## config.mk

```make
export PLATFORM = sky130hd
export DESIGN_NAME = pio_sequencer_flat
export DESIGN_NICKNAME = d
export VERILOG_FILES = /design/src/rtl/pio_sequencer_if.sv /design/src/rtl/pio_sequencer.sv /design/src/flat_wrapper.sv
export SDC_FILE = /design/constraint.sdc
export NUM_CORES = 1
export LEC_CHECK = 0
export CORE_MARGIN = 2
export CORE_UTILIZATION = 40
export CTS_CLUSTER_DIAMETER = 40
export DETAILED_ROUTE_END_ITERATION = 7
export GPL_TIMING_DRIVEN = 0
export PLACE_DENSITY_LB_ADDON = 0.2
export SLEW_MARGIN = 20
export SYNTH_ARGS = -nofsm -noshare
export SYNTH_HDL_FRONTEND = slang
export SYNTH_SLANG_ARGS = --single-unit
```

## constraint.sdc

```tcl
create_clock -name clk -period 3.1 [get_ports clk]
set_clock_uncertainty 0.1 [all_clocks]
set_input_delay 0.62 -clock clk [delete_from_list [all_inputs] [get_ports clk]]
set_output_delay 0.62 -clock clk [all_outputs]
set_load 0.1 [all_outputs]
```

## src/rtl/pio_sequencer_if.sv

```systemverilog
// pio_sequencer_if
//   Bundles the two buses of the sequencer:
//     - the push byte/word stream (push_valid, push_data, push_ready)
//     - the pio command port     (action, index, mindex, din)
//   master : sequencer side (drives command port and push_ready)
//   slave  : environment side (drives push_valid/push_data, observes the rest)
interface pio_sequencer_if;
    logic        push_valid;
    logic [31:0] push_data;
    logic        push_ready;
    logic [3:0]  action;
    logic [4:0]  index;
    logic [1:0]  mindex;
    logic [31:0] din;

    modport master (
        input  push_valid, push_data,
        output push_ready, action, index, mindex, din
    );

    modport slave (
        output push_valid, push_data,
        input  push_ready, action, index, mindex, din
    );
endinterface

```

## src/rtl/pio_sequencer.sv

```systemverilog
// pio_sequencer
//   Loads one PIO machine from a program ROM and config inputs
//   (program, wrap, divider, pin groups, side-set, [autopull], enable),
//   then runs a paced valid/ready push stream into PUSH actions.
//   Optional feature macro: PIOSEQ_APULL_EN adds cfg_pull_thresh and an
//   APULL action between SIDES and EN.
// Ports
//   clk, reset       clock, asynchronous active-high reset
//   start, stop      begin load (IDLE only) / leave RUN
//   cfg_*            machine index/program length (captured at start),
//                    divider/groups/side-set (read live at their action)
//   prog_addr/data   synchronous program ROM (1-cycle read latency)
//   busy, done       load in progress / one-cycle pulse after EN(1)
//   bus (master)     push stream and registered pio command port
module pio_sequencer #(
    parameter int unsigned PUSH_GAP = 100
) (
    input  logic        clk,
    input  logic        reset,
    input  logic        start,
    input  logic        stop,
    input  logic [1:0]  cfg_mindex,
    input  logic [5:0]  cfg_plen,
    input  logic [23:0] cfg_div,
    input  logic [31:0] cfg_grps,
    input  logic [4:0]  cfg_sides,
`ifdef PIOSEQ_APULL_EN
    input  logic [5:0]  cfg_pull_thresh,
`endif
    output logic [4:0]  prog_addr,
    input  logic [15:0] prog_data,
    output logic        busy,
    output logic        done,
    pio_sequencer_if.master bus
);

    typedef enum logic [3:0] {
        ACT_NONE  = 4'd0,
        ACT_INSTR = 4'd1,
        ACT_PEND  = 4'd2,
        ACT_PUSH  = 4'd4,
        ACT_GRPS  = 4'd5,
        ACT_EN    = 4'd6,
        ACT_DIV   = 4'd7,
        ACT_SIDES = 4'd8,
        ACT_APULL = 4'd11
    } action_e;

    typedef enum logic [3:0] {
        S_IDLE, S_FETCH, S_INSTR, S_PEND, S_DIV, S_GRPS, S_SIDES, S_EN, S_RUN, S_STOP
`ifdef PIOSEQ_APULL_EN
        , S_APULL
`endif
    } state_e;

    state_e      state_q, state_d;
    logic [4:0]  i_q, i_d;
    logic [5:0]  plen_q, plen_d;
    logic [1:0]  mindex_q, mindex_d;
    logic [7:0]  gap_q, gap_d;
    action_e     act_q, act_d;
    logic [4:0]  idx_q, idx_d;
    logic [31:0] din_q, din_d;
    logic        done_q, done_d;
    logic        push_ready;

    assign push_ready = (state_q == S_RUN) && (gap_q == '0) && !stop;

    // The ROM address runs one slot ahead during INSTR (and sits at 0 in IDLE),
    // so the word is already on prog_data in FETCH and the INSTR action can be
    // registered into the INSTR cycle itself.
    assign prog_addr = (state_q == S_INSTR) ? i_q + 5'd1 : i_q;

    assign busy = !(state_q inside {S_IDLE, S_RUN, S_STOP});
    assign done = done_q;

    assign bus.push_ready = push_ready;
    assign bus.action     = act_q;
    assign bus.index      = idx_q;
    assign bus.mindex     = mindex_q;
    assign bus.din        = din_q;

    always_ff @(posedge clk or posedge reset) begin
        if (reset) begin
            state_q  <= S_IDLE;
            i_q      <= '0;
            plen_q   <= '0;
            mindex_q <= '0;
            gap_q    <= '0;
            act_q    <= ACT_NONE;
            idx_q    <= '0;
            din_q    <= '0;
            done_q   <= 1'b0;
        end else begin
            state_q  <= state_d;
            i_q      <= i_d;
            plen_q   <= plen_d;
            mindex_q <= mindex_d;
            gap_q    <= gap_d;
            act_q    <= act_d;
            idx_q    <= idx_d;
            din_q    <= din_d;
            done_q   <= done_d;
        end
    end

    // Next state plus the action to present during that next state.
    always_comb begin
        state_d  = state_q;
        i_d      = i_q;
        plen_d   = plen_q;
        mindex_d = mindex_q;
        gap_d    = (gap_q != '0) ? gap_q - 8'd1 : gap_q;
        act_d    = ACT_NONE;
        idx_d    = '0;
        din_d    = '0;
        done_d   = 1'b0;
        unique case (state_q)
            S_IDLE: begin
                if (start) begin
                    mindex_d = cfg_mindex;
                    plen_d   = cfg_plen;
                    i_d      = '0;
                    if (cfg_plen != '0) begin
                        state_d = S_FETCH;
                    end else begin
                        state_d = S_PEND;
                        act_d   = ACT_PEND;
                    end
                end
            end
            S_FETCH: begin
                state_d = S_INSTR;
                act_d   = ACT_INSTR;
                idx_d   = i_q;
                din_d   = {16'h0, prog_data};
            end
            S_INSTR: begin
                // slot 31 also ends the program so an oversized plen cannot spin
                if (({1'b0, i_q} == plen_q - 6'd1) || (i_q == 5'd31)) begin
                    state_d = S_PEND;
                    i_d     = '0;
                    act_d   = ACT_PEND;
                    din_d   = {26'h0, plen_q - 6'd1};
                end else begin
                    state_d = S_FETCH;
                    i_d     = i_q + 5'd1;
                end
            end
            S_PEND: begin
                state_d = S_DIV;
                act_d   = ACT_DIV;
                din_d   = {8'h0, cfg_div};
            end
            S_DIV: begin
                state_d = S_GRPS;
                act_d   = ACT_GRPS;
                din_d   = cfg_grps;
            end
            S_GRPS: begin
                state_d = S_SIDES;
                act_d   = ACT_SIDES;
                din_d   = {27'h0, cfg_sides};
            end
`ifdef PIOSEQ_APULL_EN
            S_SIDES: begin
                state_d = S_APULL;
                act_d   = ACT_APULL;
                din_d   = {26'h0, cfg_pull_thresh};
            end
            S_APULL: begin
                state_d = S_EN;
                act_d   = ACT_EN;
                din_d   = 32'd1;
            end
`else
            S_SIDES: begin
                state_d = S_EN;
                act_d   = ACT_EN;
                din_d   = 32'd1;
            end
`endif
            S_EN: begin
                state_d = S_RUN;
                done_d  = 1'b1;
            end
            S_RUN: begin
                if (stop) begin
                    state_d = S_STOP;
                    act_d   = ACT_EN;
                    din_d   = '0;
                end else if (bus.push_valid && push_ready) begin
                    act_d = ACT_PUSH;
                    din_d = bus.push_data;
                    gap_d = 8'(PUSH_GAP - 1);
                end
            end
            S_STOP: begin
                state_d = S_IDLE;
            end
            default: begin
                state_d = S_IDLE;
            end
        endcase
    end

endmodule

```

## src/flat_wrapper.sv

```systemverilog
// flat-port wrapper written by rule: the top's interface ports become plain ports
module pio_sequencer_flat 
#(
    parameter int unsigned PUSH_GAP = 100
)
  (clk, reset, start, stop, cfg_mindex, cfg_plen, cfg_div, cfg_grps, cfg_sides, prog_addr, prog_data, busy, done, bus_push_valid, bus_push_data, bus_push_ready, bus_action, bus_index, bus_mindex, bus_din);
  pio_sequencer_if bus_i ();
  input  logic clk;
  input  logic reset;
  input  logic start;
  input  logic stop;
  input  logic [1:0] cfg_mindex;
  input  logic [5:0] cfg_plen;
  input  logic [23:0] cfg_div;
  input  logic [31:0] cfg_grps;
  input  logic [4:0] cfg_sides;
  output logic [4:0] prog_addr;
  input  logic [15:0] prog_data;
  output logic busy;
  output logic done;
  input wire logic [$bits(bus_i.push_valid)-1:0] bus_push_valid;
  input wire logic [$bits(bus_i.push_data)-1:0] bus_push_data;
  output wire logic [$bits(bus_i.push_ready)-1:0] bus_push_ready;
  output wire logic [$bits(bus_i.action)-1:0] bus_action;
  output wire logic [$bits(bus_i.index)-1:0] bus_index;
  output wire logic [$bits(bus_i.mindex)-1:0] bus_mindex;
  output wire logic [$bits(bus_i.din)-1:0] bus_din;
  assign bus_i.push_valid = bus_push_valid;
  assign bus_i.push_data = bus_push_data;
  assign bus_push_ready = bus_i.push_ready;
  assign bus_action = bus_i.action;
  assign bus_index = bus_i.index;
  assign bus_mindex = bus_i.mindex;
  assign bus_din = bus_i.din;
  pio_sequencer #(.PUSH_GAP(PUSH_GAP)) u_core (.clk(clk), .reset(reset), .start(start), .stop(stop), .cfg_mindex(cfg_mindex), .cfg_plen(cfg_plen), .cfg_div(cfg_div), .cfg_grps(cfg_grps), .cfg_sides(cfg_sides), .prog_addr(prog_addr), .prog_data(prog_data), .busy(busy), .done(done), .bus(bus_i));
endmodule
```

==> results of run 1 <==
[what timing repair did]
item                       CTS  global route
gates cloned                 0             0
setup endpoints to repair    7             4
pin swaps                    0             1
buffers inserted             0             4
resized for setup           19             5
[final timing paths]
path,start,to,slack [ns],cells past startpoint
hold / removal,u_core.bus.mindex[0]$_DFFE_PP0P_,u_core.bus.mindex[0]$_DFFE_PP0P_,0.41,1
setup reg to reg,u_core.plen_q[0]$_DFFE_PP0P_,u_core.i_q[2]$_DFFE_PP0P_,0.63,8
setup / recovery,u_core.state_q[2]$_DFFE_PP0P_,busy,0.12,5
max in group asynchronous,reset,u_core.bus.din[3]$_DFF_PP0_,1.84,3
hold reg to reg,u_core.bus.mindex[0]$_DFFE_PP0P_,u_core.bus.mindex[0]$_DFFE_PP0P_,0.41,1
min in group asynchronous,reset,u_core.bus.din[29]$_DFF_PP0_,0.52,2
[synth_stat cells, types with 2 or more instances]
cell type / number
sky130_fd_sc_hd__o21ai_1: 2
sky130_fd_sc_hd__a22oi_1: 13
sky130_fd_sc_hd__nand3_1: 12
sky130_fd_sc_hd__o211ai_2: 3
sky130_fd_sc_hd__xor2_1: 6
sky130_fd_sc_hd__ha_1: 4
sky130_fd_sc_hd__a21oi_1: 8
sky130_fd_sc_hd__nor2b_1: 3
sky130_fd_sc_hd__o21ai_0: 8
sky130_fd_sc_hd__o211ai_1: 4
sky130_fd_sc_hd__clkbuf_1: 10
sky130_fd_sc_hd__nor3_1: 6
sky130_fd_sc_hd__buf_6: 4
sky130_fd_sc_hd__and2_1: 7
sky130_fd_sc_hd__mux2_2: 12
sky130_fd_sc_hd__dfrtp_1: 67
sky130_fd_sc_hd__inv_1: 6
sky130_fd_sc_hd__a22o_1: 8
sky130_fd_sc_hd__nand2_1: 66
sky130_fd_sc_hd__buf_2: 4
sky130_fd_sc_hd__o21a_1: 2
sky130_fd_sc_hd__nand3b_1: 2
sky130_fd_sc_hd__a222oi_1: 12
sky130_fd_sc_hd__nor2_1: 20
sky130_fd_sc_hd__xnor2_1: 10
sky130_fd_sc_hd__nor4_1: 3
sky130_fd_sc_hd__nand2b_1: 8
[metrics by stage]
step	hold slack [ns]	total power, W	std cells	setup WS, ns	cell area [um^2]
after floorplan	0.391	0.00394	327	0.0275	3360
after global placement	0.391	0.00483	604	-0.674	5210
after detailed placement	0.398	0.00491	606	-0.271	5260
after CTS	0.416	0.00559	622	-0.0791	5450
after global routing	0.434	0.00587	626	0.0148	5470
final	0.414	0.00559	626	0.118	5470
[final cells by class]
cell class | count | area, um^2 | share of cell area [%]
buffer | 19 | 110 | 2.01
clock buffer | 11 | 151 | 2.77
clock inverter | 5 | 37.5 | 0.686
inverter | 6 | 25.0 | 0.458
multi-input combinational | 235 | 1560 | 28.6
sequential | 67 | 1680 | 30.7
tap | 105 | 131 | 2.40
timing repair buffer | 178 | 1770 | 32.4
[flip-flops by register name, summed over array words and instances (netlist names)]
name / cells
u_core.bus.action: 4
u_core.bus.din: 32
u_core.bus.index: 5
u_core.bus.mindex: 2
u_core.done: 1
u_core.gap_q: 8
u_core.i_q: 5
u_core.plen_q: 6
u_core.state_q: 4
[cells by family (layout without fill, tap and decap cells)]
logic type	after synthesis	in the layout	synth area share [%]
multiplexers	12	12	4.05
AND/OR/NAND/NOR	137	137	20.3
buffers and inverters	25	219	3.98
flip-flops	67	67	50.3
adder cells (fa/ha/maj)	4	4	1.50
AO/OA/AOI/OAI	66	66	15.7
XOR/XNOR	16	16	4.20
[cells in the final DEF, fill, tap and decap left out, types with 7 or more instances in the layout]
master and count:
sky130_fd_sc_hd__clkdlybuf4s50_1 165, sky130_fd_sc_hd__dfrtp_1 67, sky130_fd_sc_hd__nand2_1 66, sky130_fd_sc_hd__nor2_1 20, sky130_fd_sc_hd__a22oi_1 13, sky130_fd_sc_hd__a222oi_1 12, sky130_fd_sc_hd__mux2_2 12, sky130_fd_sc_hd__nand3_1 12
sky130_fd_sc_hd__clkbuf_8 11, sky130_fd_sc_hd__clkbuf_1 10, sky130_fd_sc_hd__xnor2_1 9, sky130_fd_sc_hd__nand2b_1 8, sky130_fd_sc_hd__a21oi_1 8, sky130_fd_sc_hd__o21ai_0 8, sky130_fd_sc_hd__a22o_1 8, sky130_fd_sc_hd__and2_1 7
[worst reg2reg max path, cell delays in order, from the launching register on]
cell	delay (ns)
sky130_fd_sc_hd__dfrtp_1	0.54
sky130_fd_sc_hd__inv_1	0.10
sky130_fd_sc_hd__ha_1	0.23
sky130_fd_sc_hd__xnor2_1	0.32
sky130_fd_sc_hd__xnor2_1	0.19
sky130_fd_sc_hd__a2111oi_2	0.06
sky130_fd_sc_hd__a31oi_2	0.37
sky130_fd_sc_hd__or3b_1	0.41
sky130_fd_sc_hd__o211ai_2	0.07
[power groups by stage]
stage	Combinational, W	Clock [W]	Sequential (W)
after floorplan	0.00137	0	0.00257
after global placement	0.00352	0	0.00131
after detailed placement	0.00359	0	0.00133
after CTS	0.00358	0.000697	0.00131
after global routing	0.00379	0.000741	0.00134
final	0.00360	0.000683	0.00131
[routing by layer]
layer,track usage [%],wire [um],vias to the layer above
met5,0,0,-
met3,5.06,827,11
met4,6.76,127,0
met2,42.0,5500,140
li1,-,-,1542
met1,30.0,4430,1562
==> reports/qor.log, run 1 <==
[layout] ant diodes 0
[floorplanning] standard cell core area 8130 um^2
[timing] final worst path period need 2.98 ns
[timing] RSZ-0062 raised after global routing false
[power] proportion of power drawn by flip-flops and latches 23.4%
[critical_path] kind of critical path reg -> out
[critical_path] required time worst endpoint 2.38 ns
[timing] Final Hold Vio Count 0
[synthesis] cell type with the largest total area after synthesis sky130_fd_sc_hd__dfrtp_1
[floorplanning] Die X 95.3 um
[route] total wirelength of the detailed-routed design 10,900 um
[synthesis] number of enable flip-flop cells after synthesis 0
[synthesis] per-instance average area after synthesis 10.2 um^2
[floorplanning] initial core utilization 41.0%
[placed_design] IO Port Bufs 172
[timing] max-slew violations 0
[layout] final layout net count 642
[global_routing] via count of the first global-routing pass 3,279
[global_routing] combined global-route utilization of all metal layers 24.0%
[power] Internal 0.00253 W
[route] routed via count 3,255
[clock_network] level count of the clock H-tree 3
[synthesis] Post-Syn Area 3340 um^2
[synthesis] cells taking the most area after synthesis sky130_fd_sc_hd__dfrtp_1, sky130_fd_sc_hd__nand2_1, sky130_fd_sc_hd__mux2_2
[timing] setup tns final 0 ns
[power] total net switching power 0.00306 W
[timing] setup violation total in the final timing report 0
[critical_path] worst-path maximum fanout 10
[power] VDD IR max 0.661 mV
[clock_network] Reg clk slew, reported paths 0.08 ns
[timing] worst slew slack as a fraction of its limit 31.7%
[floorplanning] ports placed on the boundary 173
[synthesis] Top FF cell, synth sky130_fd_sc_hd__dfrtp_1
[route] residual DRC count 0
[critical_path] arrival time at the worst endpoint 2.26 ns
[layout] core occupancy in the finished layout 67.2%
[critical_path] crit end category primary output
[synthesis] async set or reset register ratio after synthesis 100%
[layout] share of post-route cells with drive strength above 1 12.5%
[synthesis] proportion of netlist area held by the largest area contributor 50.3%
[power] LEAKAGE 2.36 nW
[critical_path] Critical Path, Cell by Cell buf_6 -> clkbuf_1 -> nor2_1 -> nand2_1 -> clkdlybuf4s15_1
[placed_design] routability-driven placement congestion ratio 0.854
[power] switching portion of total power 54.7%
[clock_network] clock latency on the worst-skew pair 0.34 ns
[timing] final worst path period share 96.2%
[clock_network] Clock Sinks 67
[power] Comb pwr share 64.3%
[synthesis] post-synth net total 453
[run] number of maximum-capacitance constraint violations 0
[timing] transition time of the tightest slew-check pin 1.02 ns
[timing] f_max 335 MHz
[clock_network] CTS hold repair buffers 0
[clock_network] clock tree buffer depth 2
[global_routing] total grt overflow 0
[worst_hold_path] min-delay worst type reg -> reg
[synthesis] Syn. warnings 0
[floorplanning] area enclosed by the die boundary 9090 um^2
[synthesis] gate count of the mapped netlist 327
[critical_path] dominant delay contributor by cell family on the critical path buffers and inverters
[power] portion of total power attributed to the clock network 12.2%
[route] routed len/inst 17.4 um
[power] power density over cell area 1020 nW/um^2
[clock_network] clock buffers created by TritonCTS 9
[placed_design] placed wire-length estimate after detailed placement 8260 um
[run_status] run status finished clean
[layout] Filler cells 648
[floorplanning] Placement Rows 33
[layout] Layout Area Growth over Synthesis 64.0%
[route] Via density 5.20
[synthesis] post-synthesis sequential element count 67
[critical_path] CP Buf/Inv Count 3
[synthesis] portion of the post-synthesis area used by sequential elements 50.3%
[route] first-pass iteration count of the detailed router 5
[critical_path] Setup crit start kind register
[global_routing] maximum number of pins on one net before global-route repair 41
[critical_path] slowest stage cell, crit path sky130_fd_sc_hd__clkdlybuf4s15_1
[global_routing] antenna violations before repair 0
[global_routing] first-pass GRT wire length 16,500 um
[synthesis] post-synthesis cell type count 44
[floorplanning] Chip Height 95.3 um
[route] number of DRC markers in iteration 0 170
[clock_network] Root Buffer Master sky130_fd_sc_hd__clkbuf_8
[clock_network] TritonCTS clock tree done
[route] number of antenna-violating nets in the routed design 0
[critical_path] worst stage delay on the critical path 0.82 ns
Note: power is estimated with default switching activity, not from simulation.
==> run 2, diff against run 1 <==
--- a/config.mk
+++ b/config.mk
@@ -11,6 +11,7 @@
 export DETAILED_ROUTE_END_ITERATION = 7
 export GPL_TIMING_DRIVEN = 0
 export PLACE_DENSITY_LB_ADDON = 0.2
+export SKIP_LAST_GASP = 1
 export SLEW_MARGIN = 20
 export SYNTH_ARGS = -nofsm -noshare
 export SYNTH_HDL_FRONTEND = slang
==> reports/qor.log, run 2 (same netlist as run 1, synthesis figures left out) <==
[floorplanning] initial core utilization 41.0%
[critical_path] kind of critical path reg -> out
[run] number of maximum-capacitance constraint violations 0
[route] routed via count 3,255
[placed_design] area after detailed placement 5260 um^2
[floorplanning] Placement Rows 33
[layout] final layout net count 642
[worst_hold_path] beginning of the worst hold path u_core.bus.mindex[0]$_DFFE_PP0P_
[floorplanning] standard cell core area 8130 um^2
[run_status] run status finished clean
[clock_network] TritonCTS clock tree done
[layout] leading cell types in the layout, fill and taps excluded sky130_fd_sc_hd__clkdlybuf4s50_1, sky130_fd_sc_hd__dfrtp_1, sky130_fd_sc_hd__nand2_1, sky130_fd_sc_hd__nor2_1, sky130_fd_sc_hd__a22oi_1
[floorplanning] ports placed on the boundary 173
[clock_network] clock buffers created by TritonCTS 9
[critical_path] terminus of the critical flop-to-flop path u_core.i_q[2]$_DFFE_PP0P_
[timing] RSZ-0062 raised after global routing false
[layout] Layout Area Growth over Synthesis 64.0%
[critical_path] launching point of the worst reg2reg path u_core.plen_q[0]$_DFFE_PP0P_
[worst_hold_path] capture endpoint of the worst hold path u_core.bus.mindex[0]$_DFFE_PP0P_
[timing] f_max 336 MHz
[layout] share of post-route cells with drive strength above 1 12.5%
[layout] final non-filler cell area 5470 um^2
[route] Via density 5.20
[route] residual DRC count 0
[clock_network] Root Buffer Master sky130_fd_sc_hd__clkbuf_8
[clock_network] clock latency on the worst-skew pair 0.34 ns
[timing] transition time of the tightest slew-check pin 1.02 ns
[timing] final worst path period share 96.0%
[global_routing] via count of the first global-routing pass 3,279
[route] number of antenna-violating nets in the routed design 0
[global_routing] antenna violations before repair 0
[power] VDD IR max 0.661 mV
[placed_design] IO Port Bufs 172
[worst_hold_path] Cells on Worst Hold Path 1
[critical_path] worst-path maximum fanout 10
[route] first-pass iteration count of the detailed router 5
[power] power density over cell area 1020 nW/um^2
[layout] max reg flops 32
[floorplanning] area enclosed by the die boundary 9090 um^2
[layout] most frequent standard cell in the layout excluding fill and tap cells sky130_fd_sc_hd__clkdlybuf4s50_1
[worst_hold_path] min-delay worst type reg -> reg
[timing] Final Hold Vio Count 0
[global_routing] maximum number of pins on one net before global-route repair 41
[critical_path] arrival time at the worst endpoint 2.26 ns
[critical_path] slack of the worst reg-to-reg path 0.64 ns
[clock_network] Reg clk slew, reported paths 0.08 ns
[global_routing] combined global-route utilization of all metal layers 24.0%
[power] LEAKAGE 2.36 nW
[timing] max-slew violations 0
[timing] setup violation total in the final timing report 0
[global_routing] total grt overflow 0
[floorplanning] Chip Height 95.3 um
[critical_path] Setup crit start kind register
[route] routed len/inst 17.4 um
[route] total wirelength of the detailed-routed design 10,900 um
[clock_network] level count of the clock H-tree 3
[power] total power 0.00559 W
[clock_network] clock tree buffer depth 2
[clock_network] Clock Sinks 67
[global_routing] first-pass GRT wire length 16,500 um
[floorplanning] Die X 95.3 um
[placed_design] routability-driven placement congestion ratio 0.854
[layout] ant diodes 0
[critical_path] Worst Reg-to-Reg Cells 8
[critical_path] crit end category primary output
[placed_design] placed wire-length estimate after detailed placement 8260 um
[layout] core occupancy in the finished layout 67.2%
[timing] final worst path period need 2.98 ns
[critical_path] required time worst endpoint 2.38 ns
[timing] worst slew slack as a fraction of its limit 31.7%
[route] number of DRC markers in iteration 0 162
run 2: cell type report:
class / instances / area [um^2]
Fill cell: 648 / 2670
Timing Repair Buffer: 178 / 1770
Sequential cell: 67 / 1680
Multi-Input combinational cell: 235 / 1560
Clock buffer: 11 / 151
Tap cell: 105 / 131
Buffer: 19 / 110
Clock inverter: 5 / 37.5
Inverter: 6 / 25.0
run 2: stage by stage:
step / instances / hold slack [ns] / setup WS, ns / setup TNS [ns]
floorplan: 327 / 0.391 / 0.0275 / 0
global placement: 604 / 0.391 / -0.674 / -33.81
detailed placement: 606 / 0.398 / -0.271 / -0.900
CTS: 622 / 0.416 / -0.0791 / -0.0791
global route: 626 / 0.434 / 0.0148 / 0
finish: 626 / 0.413 / 0.123 / 0
run 2: how the worst max path moves through the flow:
stage / cells after the start / slack (ns) / from / endpoint
3_3_place_gp: 5 / -0.67 / u_core.state_q[2]$_DFFE_PP0P_ / prog_addr[2]
6_report: 5 / 0.12 / u_core.state_q[2]$_DFFE_PP0P_ / busy
5_1_grt: 5 / 0.01 / u_core.state_q[2]$_DFFE_PP0P_ / busy
2_1_floorplan: 4 / 0.03 / u_core.state_q[2]$_DFFE_PP0P_ / prog_addr[2]
3_5_place_dp: 5 / -0.27 / u_core.state_q[2]$_DFFE_PP0P_ / prog_addr[2]
4_1_cts: 4 / -0.08 / u_core.state_q[3]$_DFFE_PP0P_ / prog_addr[2]
run 2: critical path: stages (launching register included):
cell	delay, ns
sky130_fd_sc_hd__dfrtp_1	0.34
sky130_fd_sc_hd__buf_6	0.14
sky130_fd_sc_hd__clkbuf_1	0.44
sky130_fd_sc_hd__nor2_1	0.08
sky130_fd_sc_hd__nand2_1	0.10
sky130_fd_sc_hd__clkdlybuf4s15_1	0.82
run 2: per-layer routing:
metal | vias up | share of wire [%] | wire length (um) | GRT usage [%]
li1 | 1542 | - | - | -
met4 | 0 | 1.1 | 125 | 6.76
met3 | 11 | 7.9 | 857 | 5.06
met1 | 1558 | 40 | 4370 | 30.0
met2 | 144 | 51 | 5530 | 42.0
met5 | - | 0 | 0 | 0
run 2: what timing repair did:
item / in CTS / in global routing
pin swaps: 0 / 1
resized for setup: 19 / 5
hold buffers: 0 / 0
gates cloned: 0 / 0
setup buffers: 0 / 4
setup endpoints to repair: 7 / 4
run 2: power by group:
group          leakage, nW  internal, W  switching, W
Sequential           0.873      0.00114      0.000169
Combinational         1.39      0.00106       0.00254
Clock               0.0915     0.000335      0.000348
Total                 2.36      0.00253       0.00306
==> run 3, diff against run 2 <==
--- a/config.mk
+++ b/config.mk
@@ -9,7 +9,6 @@
 export CORE_UTILIZATION = 40
 export CTS_CLUSTER_DIAMETER = 40
 export DETAILED_ROUTE_END_ITERATION = 7
-export GPL_TIMING_DRIVEN = 0
 export PLACE_DENSITY_LB_ADDON = 0.2
 export SKIP_LAST_GASP = 1
 export SLEW_MARGIN = 20
==> reports/qor.log, run 3 (same netlist as run 1, synthesis figures left out) <==
[critical_path] worst-path maximum fanout 13
[layout] final layout net count 627
[timing] worst slew slack as a fraction of its limit 56.7%
[critical_path] kind of critical path reg -> out
[layout] ant diodes 0
[placed_design] placed wire-length estimate after detailed placement 7820 um
[route] total wirelength of the detailed-routed design 10,300 um
[clock_network] clock tree buffer depth 2
[critical_path] crit end category primary output
[route] routed len/inst 16.9 um
[floorplanning] Die X 95.3 um
[critical_path] Setup crit start kind register
[layout] Filler cells 689
[clock_network] Root Buffer Master sky130_fd_sc_hd__clkbuf_8
[critical_path] arrival time at the worst endpoint 2.00 ns
[run] number of maximum-capacitance constraint violations 0
[worst_hold_path] min-delay worst type in -> async
[floorplanning] initial core utilization 41.0%
[layout] max reg flops 32
[placed_design] number of cells in the design after placement 595
[clock_network] number of buffers added for setup after CTS 0
[layout] Layout Area Growth over Synthesis 60.4%
[global_routing] first-pass GRT wire length 15,800 um
[placed_design] IO Port Bufs 172
[run_status] run status finished clean
[timing] f_max 367 MHz
[clock_network] Clock Sinks 67
[floorplanning] Placement Rows 33
[timing] Final Hold Vio Count 0
[global_routing] combined global-route utilization of all metal layers 23.2%
[power] power density over cell area 1050 nW/um^2
[critical_path] slowest stage cell, crit path sky130_fd_sc_hd__dfrtp_1
[critical_path] dominant delay contributor by cell family on the critical path simple AND/OR/NAND/NOR gates
[route] number of antenna-violating nets in the routed design 0
[timing] transition time of the tightest slew-check pin 0.646 ns
[route] number of DRC markers in iteration 0 157
[timing] setup violation total in the final timing report 0
[global_routing] via count of the first global-routing pass 3,084
[power] VDD IR max 0.779 mV
[clock_network] CTS-repair resized insts 0
[clock_network] TritonCTS clock tree done
[placed_design] routability-driven placement congestion ratio 0.883
[floorplanning] standard cell core area 8130 um^2
[route] residual DRC count 0
[timing] setup tns final 0 ns
[floorplanning] area enclosed by the die boundary 9090 um^2
[global_routing] antenna violations before repair 0
[clock_network] clock latency on the worst-skew pair 0.35 ns
[route] Via density 5.20
[clock_network] Reg clk slew, reported paths 0.08 ns
[critical_path] Critical Path, Cell by Cell nand3b_1 -> nor2_1 -> xor2_2 -> buf_12
[floorplanning] Chip Height 95.3 um
[timing] RSZ-0062 raised after global routing false
[global_routing] total grt overflow 0
[floorplanning] ports placed on the boundary 173
[critical_path] required time worst endpoint 2.38 ns
[route] routed via count 3,180
[layout] Post-Layout Cell Count 611
[route] first-pass iteration count of the detailed router 5
[power] LEAKAGE 2.42 nW
[timing] final worst path period share 87.8%
[layout] most frequent standard cell in the layout excluding fill and tap cells sky130_fd_sc_hd__clkdlybuf4s50_1
[critical_path] worst stage delay on the critical path 0.54 ns
[clock_network] clock buffers created by TritonCTS 9
[global_routing] maximum number of pins on one net before global-route repair 62
[critical_path] CP Buf/Inv Count 1
[timing] max-slew violations 0
[clock_network] CTS hold repair buffers 0
[layout] leading cell types in the layout, fill and taps excluded sky130_fd_sc_hd__clkdlybuf4s50_1, sky130_fd_sc_hd__dfrtp_1, sky130_fd_sc_hd__nand2_1, sky130_fd_sc_hd__buf_4, sky130_fd_sc_hd__nor2_1
[clock_network] level count of the clock H-tree 3
[layout] share of post-route cells with drive strength above 1 21.1%
[timing] final worst path period need 2.72 ns
-- run 3: final cells by class --
class	instances	area, um^2	area share, %
Sequential cell	67	1680	31.3
Timing Repair Buffer	182	1760	32.8
Clock inverter	7	76.3	1.43
Inverter	6	22.5	0.421
Multi-Input combinational cell	235	1560	29.2
Clock buffer	9	124	2.31
Tap cell	105	131	2.45
-- run 3: per-layer routing --
| metal | vias to the layer above | wire (um) | global-route usage (%) |
|---|---|---|---|
| li1 | 1510 | - | - |
| met1 | 1506 | 4080 | 28.4 |
| met2 | 148 | 5070 | 39.3 |
| met3 | 16 | 1000 | 7.11 |
| met4 | 0 | 170 | 7.37 |
| met5 | - | 0 | 0 |
-- run 3: through the flow --
stage | util, % | worst slack [ns] | total power [W] | hold WS [ns] | cell area (um^2)
6_report | 65.8 | 0.379 | 0.00562 | 0.381 | 5350
5_1_grt | 65.8 | 0.202 | 0.00591 | 0.383 | 5350
4_1_cts | 65.8 | 0.360 | 0.00566 | 0.371 | 5350
3_5_place_dp | 63.3 | 0.695 | 0.00490 | 0.402 | 5150
3_3_place_gp | 63.3 | 0.701 | 0.00486 | 0.395 | 5150
2_1_floorplan | - | 0.0275 | 0.00394 | 0.391 | 3360
-- run 3: power by group --
| part | internal [W] | leakage (nW) | switching [W] |
|---|---|---|---|
| clock network | 0.000377 | 0.0962 | 0.000361 |
| registers | 0.00114 | 0.873 | 0.000253 |
| logic | 0.00105 | 1.45 | 0.00243 |
| total | 0.00257 | 2.42 | 0.00305 |
-- run 3: final timing paths --
path / from / to / slack (ns) / depth (start not counted)
min in group clk: u_core.bus.mindex[1]$_DFFE_PP0P_ / u_core.bus.mindex[1]$_DFFE_PP0P_ / 0.42 / 1
max in group asynchronous: reset / u_core.bus.index[3]$_DFF_PP0_ / 1.95 / 3
min reg2reg: u_core.bus.mindex[1]$_DFFE_PP0P_ / u_core.bus.mindex[1]$_DFFE_PP0P_ / 0.42 / 1
min: reset / u_core.bus.din[27]$_DFF_PP0_ / 0.38 / 2
max: u_core.state_q[0]$_DFFE_PP0P_ / prog_addr[3] / 0.38 / 4
max reg2reg: u_core.plen_q[0]$_DFFE_PP0P_ / u_core.i_q[2]$_DFFE_PP0P_ / 0.71 / 8
